===== config.mk =====
export PLATFORM = sky130hd
export DESIGN_NAME = imem_loader
export DESIGN_NICKNAME = d
export VERILOG_FILES = /design/src/rtl/imem_loader_pkg.sv /design/src/rtl/byte_packer.sv /design/src/rtl/imem_loader.sv
export SDC_FILE = /design/constraint.sdc
export NUM_CORES = 1
export LEC_CHECK = 0
export BUFFER_PORTS_ARGS = -buffer_cell sky130_fd_sc_hd__buf_2
export CORE_MARGIN = 3
export CORE_UTILIZATION = 35
export DETAILED_ROUTE_END_ITERATION = 8
export GPL_TIMING_DRIVEN = 0
export HOLD_SLACK_MARGIN = 0.15
export SYNTH_ARGS = -nofsm -noshare
export SYNTH_HDL_FRONTEND = slang
export SYNTH_SLANG_ARGS = --single-unit
export TNS_END_PERCENT = 50

===== constraint.sdc =====
create_clock -name clock -period 10 [get_ports clock]
set_input_delay 2 -clock clock [delete_from_list [all_inputs] [get_ports clock]]
set_output_delay 2 -clock clock [all_outputs]
set_load 0.02 [all_outputs]

===== src/rtl/imem_loader_pkg.sv =====
// Shared definitions for the instruction-memory loader: FSM encoding, word
// geometry and the header length check.
package imem_loader_pkg;

    typedef enum logic [2:0] {
        IDLE = 3'd0,
        LEN0 = 3'd1,
        LEN1 = 3'd2,
        DATA = 3'd3,
        DONE = 3'd4,
        ERR  = 3'd5
    } state_t;

    localparam int BYTES_PER_WORD = 4;

    // An image may fill the RAM exactly (len == depth) but never exceed it.
    function automatic logic len_too_big(input logic [15:0] len, input int addr_w);
        return {16'd0, len} > (32'd1 << addr_w);
    endfunction

endpackage


===== src/rtl/byte_packer.sv =====
// Collects bytes LSB-first; on the last byte of a word the assembled word and
// word_valid are presented combinationally so the caller can register them.
module byte_packer
    import imem_loader_pkg::*;
(
    input  logic        clock,
    input  logic        reset,
    input  logic        clear,
    input  logic        byte_valid,
    input  logic [7:0]  byte_data,
    output logic [31:0] word,
    output logic        word_valid
);

    logic [1:0]  byte_idx;
    logic [23:0] low_bytes;

    always_ff @(posedge clock or posedge reset) begin
        if (reset) begin
            byte_idx  <= 2'd0;
            low_bytes <= 24'd0;
        end else if (clear) begin
            byte_idx <= 2'd0;
        end else if (byte_valid) begin
            case (byte_idx)
                2'd0:    low_bytes[7:0]   <= byte_data;
                2'd1:    low_bytes[15:8]  <= byte_data;
                2'd2:    low_bytes[23:16] <= byte_data;
                default: ;
            endcase
            byte_idx <= byte_idx + 2'd1;
        end
    end

    // The top byte bypasses the buffer so the RAM write follows with no stall.
    assign word       = {byte_data, low_bytes};
    assign word_valid = byte_valid && (byte_idx == 2'(BYTES_PER_WORD - 1));

endmodule


===== src/rtl/imem_loader.sv =====
// Loads a length-prefixed little-endian program image from a byte stream into
// instruction RAM port A, holding the CPU in reset while loading.
//
// state | meaning
// IDLE  | waiting for start, CPU released
// LEN0  | expecting word-count low byte
// LEN1  | expecting word-count high byte, range check
// DATA  | packing bytes into words, one RAM write per word
// DONE  | one-cycle completion pulse, CPU released
// ERR   | oversize image or byte timeout, CPU held until restarted
module imem_loader
    import imem_loader_pkg::*;
#(
    parameter int ADDR_W  = 14,
    parameter int TIMEOUT = 1000000
) (
    input  logic              clock,
    input  logic              reset,
    input  logic              start,
    input  logic [7:0]        rx_data,
    input  logic              rx_valid,
    output logic              wea,
    output logic [ADDR_W-1:0] addra,
    output logic [31:0]       dina,
    output logic              cpu_hold,
    output logic              done,
    output logic              error,
    output logic [ADDR_W:0]   words_loaded
);

    localparam int TMR_W = $clog2(TIMEOUT + 1);
    localparam int CNT_W = ADDR_W + 1;
    localparam logic [TMR_W-1:0] TMR_LOAD = TMR_W'(TIMEOUT);

    state_t            state;
    logic [7:0]        len_lo;
    logic [15:0]       full_len;
    logic [TMR_W-1:0]  tmr;
    logic [ADDR_W-1:0] word_addr;
    logic [CNT_W-1:0]  words_left;
    logic              tmr_expired;
    logic              pack_clear;
    logic              pack_valid;
    logic [31:0]       pack_word;
    logic              pack_word_valid;

    assign full_len    = {rx_data, len_lo};
    assign tmr_expired = (tmr == TMR_W'(1));
    assign pack_clear  = (state != DATA);
    assign pack_valid  = rx_valid && (state == DATA);

    byte_packer u_packer (
        .clock      (clock),
        .reset      (reset),
        .clear      (pack_clear),
        .byte_valid (pack_valid),
        .byte_data  (rx_data),
        .word       (pack_word),
        .word_valid (pack_word_valid)
    );

    // tmr counts down the idle cycles still allowed before the load is abandoned.
    always_ff @(posedge clock or posedge reset) begin
        if (reset) begin
            state        <= IDLE;
            len_lo       <= 8'd0;
            tmr          <= '0;
            word_addr    <= '0;
            words_left   <= '0;
            wea          <= 1'b0;
            addra        <= '0;
            dina         <= 32'd0;
            cpu_hold     <= 1'b0;
            done         <= 1'b0;
            error        <= 1'b0;
            words_loaded <= '0;
        end else begin
            wea  <= 1'b0;
            done <= 1'b0;
            case (state)
                IDLE, ERR: begin
                    if (start) begin
                        state        <= LEN0;
                        cpu_hold     <= 1'b1;
                        error        <= 1'b0;
                        words_loaded <= '0;
                        tmr          <= TMR_LOAD;
                    end
                end
                LEN0: begin
                    if (rx_valid) begin
                        len_lo <= rx_data;
                        tmr    <= TMR_LOAD;
                        state  <= LEN1;
                    end else if (tmr_expired) begin
                        state <= ERR;
                        error <= 1'b1;
                    end else begin
                        tmr <= tmr - TMR_W'(1);
                    end
                end
                LEN1: begin
                    if (rx_valid) begin
                        tmr <= TMR_LOAD;
                        if (full_len == 16'd0) begin
                            state    <= DONE;
                            done     <= 1'b1;
                            cpu_hold <= 1'b0;
                        end else if (len_too_big(full_len, ADDR_W)) begin
                            state <= ERR;
                            error <= 1'b1;
                        end else begin
                            state      <= DATA;
                            word_addr  <= '0;
                            words_left <= CNT_W'(full_len);
                        end
                    end else if (tmr_expired) begin
                        state <= ERR;
                        error <= 1'b1;
                    end else begin
                        tmr <= tmr - TMR_W'(1);
                    end
                end
                DATA: begin
                    if (rx_valid) begin
                        tmr <= TMR_LOAD;
                        if (pack_word_valid) begin
                            wea          <= 1'b1;
                            addra        <= word_addr;
                            dina         <= pack_word;
                            word_addr    <= word_addr + ADDR_W'(1);
                            words_loaded <= words_loaded + CNT_W'(1);
                            words_left   <= words_left - CNT_W'(1);
                            if (words_left == CNT_W'(1)) begin
                                state    <= DONE;
                                done     <= 1'b1;
                                cpu_hold <= 1'b0;
                            end
                        end
                    end else if (tmr_expired) begin
                        state <= ERR;
                        error <= 1'b1;
                    end else begin
                        tmr <= tmr - TMR_W'(1);
                    end
                end
                DONE: begin
                    state <= IDLE;
                end
                default: begin
                    state <= IDLE;
                end
            endcase
        end
    end

endmodule


### Yosys cells after proc, flatten, opt, wreduce, memory -nomap -nowiden

Index checks and enable logic that the tools add are counted.

* bits in registers: 151
* bits of input ports: 12
* output and inout port bits: 65

* add/sub/neg operators: 5
* $lt $le $gt $ge: 1
* equal/unequal tests: 24
* muxes and demuxes: 55
* bitwise gates (word level): 1
* reduce and logical (&&, ||, !) cells: 25

Operators by type and width (number)
* 15-bit 2-to-1 mux: 8
* 14-bit 2-to-1 mux: 5
* 20-bit 2-to-1 mux: 3
* 15-bit case mux with 2 select lines: 2
* 20-bit case mux with 2 select lines: 1
* 14-bit case mux with 2 select lines: 1
* 3-bit 2-to-1 mux: 9
* 20-bit by 1-bit == test with 1-bit output (second input constant): 1
* 1-bit 2-to-1 mux: 20
* 20-bit by 1-bit subtractor with 20-bit output (second input constant): 1
* 3-bit AND reduction: 6
* 16-bit by 15-bit greater-than comparator with 1-bit output (second input constant): 1
* 16-bit zero test: 1
* 2-bit inequality test (second input constant): 8
* 15-bit by 1-bit adder with 15-bit output (second input constant): 1
* 15-bit by 1-bit == test with 1-bit output (second input constant): 1
* 15-bit by 1-bit subtractor with 15-bit output (second input constant): 1
* 14-bit by 1-bit adder with 14-bit output (second input constant): 1
* 3-bit inequality test (second input constant): 4
* 3-bit case mux with 4 select lines: 1
* 2-bit nonzero test: 4
* 7-bit AND reduction: 1
* 3-bit by 2-bit == test with 1-bit output (second input constant): 2
* 3-bit by 2-bit inequality test with 1-bit output (second input constant): 2
* other kinds (20): 26

### Logic depth before layout (Yosys ltp)

* depth in word-level cells: 6
* depth in mapped cells: 9

### Hierarchy

Synthesis repeated with hierarchy kept, for this count alone.

* cells, all modules: 740
* area total of the unflattened synthesis: 7234.4 sq um

Modules (own cells, without submodules)
* imem_loader: times used 1, cells an instance 666, area an instance 6083.3 sq um, seq. area each 3128.0 sq um
* byte_packer: times used 1, cells an instance 74, area an instance 1151.1 sq um, seq. area each 650.6 sq um

### Worst setup path after synthesis

Ideal clock, no wire load.

* path kind: in2reg
* start point: in rx_data[7]
* end point: reg word_addr[5]
* library setup time: 132 ps
* data arrival time: 3422 ps
* required time: 9868 ps
* path slack: 6445 ps
* stages on the path: 6
* buffers on the path: 1
* path through: nor4_1 nand4_1 mux2_2 nor2_2 buf_2 a31oi_1

* longest elaborated chain between the ends: 3

Ends and longest elaborated chain
* start: declaration: line imem_loader.sv:20 `input logic [7:0] rx_data,`
* 16-bit by 15-bit greater-than comparator with 1-bit output / 16-bit zero test (equally long branches): line imem_loader_pkg.sv:18, imem_loader.sv:105
* 2-bit inequality test (no line)
* 6-bit AND reduction (no line) (*)
* end signal: assignment: line imem_loader.sv:131 `word_addr <= word_addr + ADDR_W'(1);`
* end: declaration: line imem_loader.sv:39 `logic [ADDR_W-1:0] word_addr;`

Every way passes the cells marked *; elsewhere a longest branch is shown, timed or not.
A chain may end at the register's enable or synchronous reset.

### Final worst setup path

* start point: in rx_data[7]
* end point: reg word_addr[13]

The elaborated chain is that of the path after synthesis.

==> flow_metrics.tcl <==
set metrics [dict create \
    outcome "complete, no violations" \
    fin_crit_ps 3980 \
    combPwrFrac_pct 25.4 \
    p_int_mw 1.24 \
    root_buffer "clkbuf_16" \
    die_height_um 149 \
    gp_congestion 0.899 \
    syn_area_mm2 0.00720 \
    slew_headroom_pct 40.5 \
    drc 0 \
    cts-hold-fix-buffers 0 \
    avgSynthCellArea_um2 9.55 \
    synth-edff-count 0 \
    port-buffer-count 76 \
    drtPass1Iterations 4 \
    powerDensity_mw_per_mm2 226 \
    final_area_mm2 0.00851 \
    cts_inserted_buffers 17 \
    initial_core_util_pct 36.3 \
    core_mm2 0.0198 \
    wl_um 18300 \
    cp_max_fo 10 \
    hold_viol 0 \
    cp_data_arrival_time_ps 4300 \
    via_count 5875 \
    die_x_um 149 \
    slew_violations 0 \
    worst_pin_slew_ps 885 \
    critPathTopFamily "simple AND/OR/NAND/NOR gates" \
    synth_cells 754 \
    hpwl_um 12400 \
    clkTransAtPathRegs_ps 70 \
    placed_cell_area_mm2 0.00795 \
    p_leak_nw 4.06 \
    viasPerCell 5.21 \
    post_cts_resized 0 \
    io_pins 77 \
    cp-end-kind "register" \
    grt_pass1_vias 5729 \
    grtUsageTotal_pct 17.1 \
    drive_gt1_share_pct 19.7 \
    start_kind "input port" \
    finalSetupTns_ps 0 \
    critical_path_required_ps 10320 \
    post_drt_wl_per_cell_um 16.3 \
    synthArstFlopShare_pct 100 \
    rows 51 \
    cts_setup_buffers 0 \
    worstPathCellList "buf_2 -> nor4_1 -> nand4_1 -> mux2i_2 -> nand2_1 -> a211o_1" \
    area_growth_syn_to_layout_pct 18.2 \
    synth_seq_area_share_pct 52.5 \
    clkLatencyLatePin_ps 430 \
    syn-num-nets 776 \
    yosys_warnings 0 \
    grt_overflow 0 \
    nets 872 \
    seq_power_share_pct 42.2 \
    cts_tree "yes" \
    synthTopCellsByCount "169 x nand2_1, 151 x dfrtp_1, 49 x o21ai_0, 45 x nor2_1, 34 x a21oi_1" \
    power.net_switching_uw 686 \
    num_antenna_cells 0 \
    crit_path_max_incr_delay_ps 580 \
    max_freq_mhz 251 \
    dieArea_mm2 0.0223 \
    rsz0062_at_grt "false" \
    setup-violations-final 0 \
    grt_max_degree 83 \
    synth.area.top_cells "dfrtp_1 52%, nand2_1 8.8%, mux2_2 5.2%" \
    yosysTopAreaCell "dfrtp_1" \
    synth_top_area_share_pct 52.5 \
    ir_worst_vdd_mv 0.113 \
    synth-seq-cells 151 \
    n_fill_cell 1966 \
    path_class "in2reg" \
    clock_sinks 151 \
    skew_ps 16.0 \
    hp-class "reg2reg" \
    antenna_found_initial 0 \
    cp_slowest_cell "mux2i_2" \
    crit_buf_inv 1 \
    p_sw_share_pct 35.6 \
    antenna_left 0 \
    drtIter0Drc 369 \
    pwr-share-clk_pct 32.4 \
    yosysMostFrequentCell "nand2_1" \
    yosysUniqueCellTypes 67 \
    htreeDepth 4 \
    grt_pass1_wl_um 30400 \
    fin_crit_sh_pct 39.8 \
    clockBufferDepth 2 \
    synth_flop_cell "dfrtp_1" \
    drv_cap 0 \
]
layout make-up:
type | instances | area (µm²) | area share (%)
Sequential cell | 151 | 3780 | 44.4
Multi-Input combinational cell | 549 | 3200 | 37.6
Clock buffer | 18 | 439 | 5.16
Timing Repair Buffer | 77 | 408 | 4.79
Tap cell | 265 | 332 | 3.89
Buffer | 34 | 146 | 1.72
Clock inverter | 14 | 129 | 1.51
Inverter | 20 | 80.1 | 0.941
final timing paths:
check,from,endpoint,depth (start not counted),slack (ps)
min,u_packer.low_bytes[15],dina[15],2,460
max in group asynchronous,reset,words_left[10],3,7500
min in group asynchronous,reset,tmr[1],2,1690
min reg2reg,u_packer.low_bytes[15],dina[15],2,460
max reg2reg,len_lo[0],word_addr[13],5,7360
max,rx_data[7],word_addr[13],6,6020
flip-flops by register name (all words and copies together), names as in the netlist:
signal / count
addra: 14
cpu_hold: 1
dina: 32
done: 1
error: 1
len_lo: 8
state: 3
tmr: 20
u_packer.byte_idx: 2
u_packer.low_bytes: 24
wea: 1
word_addr: 14
words_left: 15
words_loaded: 15
metal layers:
layer  track usage, %  wire [µm]  part of all wire [%]  up-vias
met5                0          0                     0        -
met4             5.58        277                   1.5        0
met3             3.36        663                   3.6       22
met2             26.2       8410                    46      109
met1             24.4       9000                    49     2850
li1                 -          -                     -     2894
cells in the final DEF, fill, tap and decap left out, types with 5 or more instances in the layout:
cell       synthesis  routed
o2111ai_1          5       5
nor4_1            13      13
inv_1             19      18
inv_6              0       5
o21ai_0           49      49
ha_1              10      10
or4_1             17      17
a21oi_1           34      34
clkbuf_1          27      27
nand2_1          169     169
dfrtp_1          151     151
mux2_2            33      33
clkbuf_16          0      17
inv_8              0       6
a31oi_1           15      15
buf_2              2      78
nor2_1            45      45
o31ai_1           21      21
or3_1             11      11
nor3_1            16      16
nand3_1           18      18
xor2_1             5       5
nand4_1           10      10
and3_1             6       6
worst min-delay path: stages (launching register included):
cell and delay (ps):
dfrtp_1 340, nand2_1 50, nand2_1 50
power groups by stage:
stage | Clock (mW) | Combinational (mW) | Sequential, mW
final | 0.624 | 0.488 | 0.813
after floorplan | 0 | 0.363 | 0.797
after detailed placement | 0 | 0.488 | 0.820
after global placement | 0 | 0.476 | 0.821
after global routing | 0.664 | 0.549 | 0.829
after CTS | 0.638 | 0.489 | 0.811
through the flow:
stage                     cells  total power [mW]  utilization (%)  hold slack [ps]  setup WS, ps
final                      1128              1.93             42.9              464          6020
after detailed placement   1096              1.31             40.0              449          5590
after CTS                  1128              1.94             42.9              467          6040
after global routing       1128              2.04             42.9              493          5940
after global placement     1095              1.30             39.9              445          2010
after floorplan             754              1.16                -              433          3940
cell families after synthesis:
logic type | Yosys count | share of synthesized area [%]
AND/OR/NAND/NOR | 340 | 22.6
AO/OA/AOI/OAI | 156 | 13.6
flip-flops | 151 | 52.5
buffers and inverters | 54 | 3.08
multiplexers | 36 | 5.63
adder cells (fa/ha/maj) | 10 | 1.74
XOR/XNOR | 7 | 0.851
Note: power is estimated with default switching activity, not from simulation.
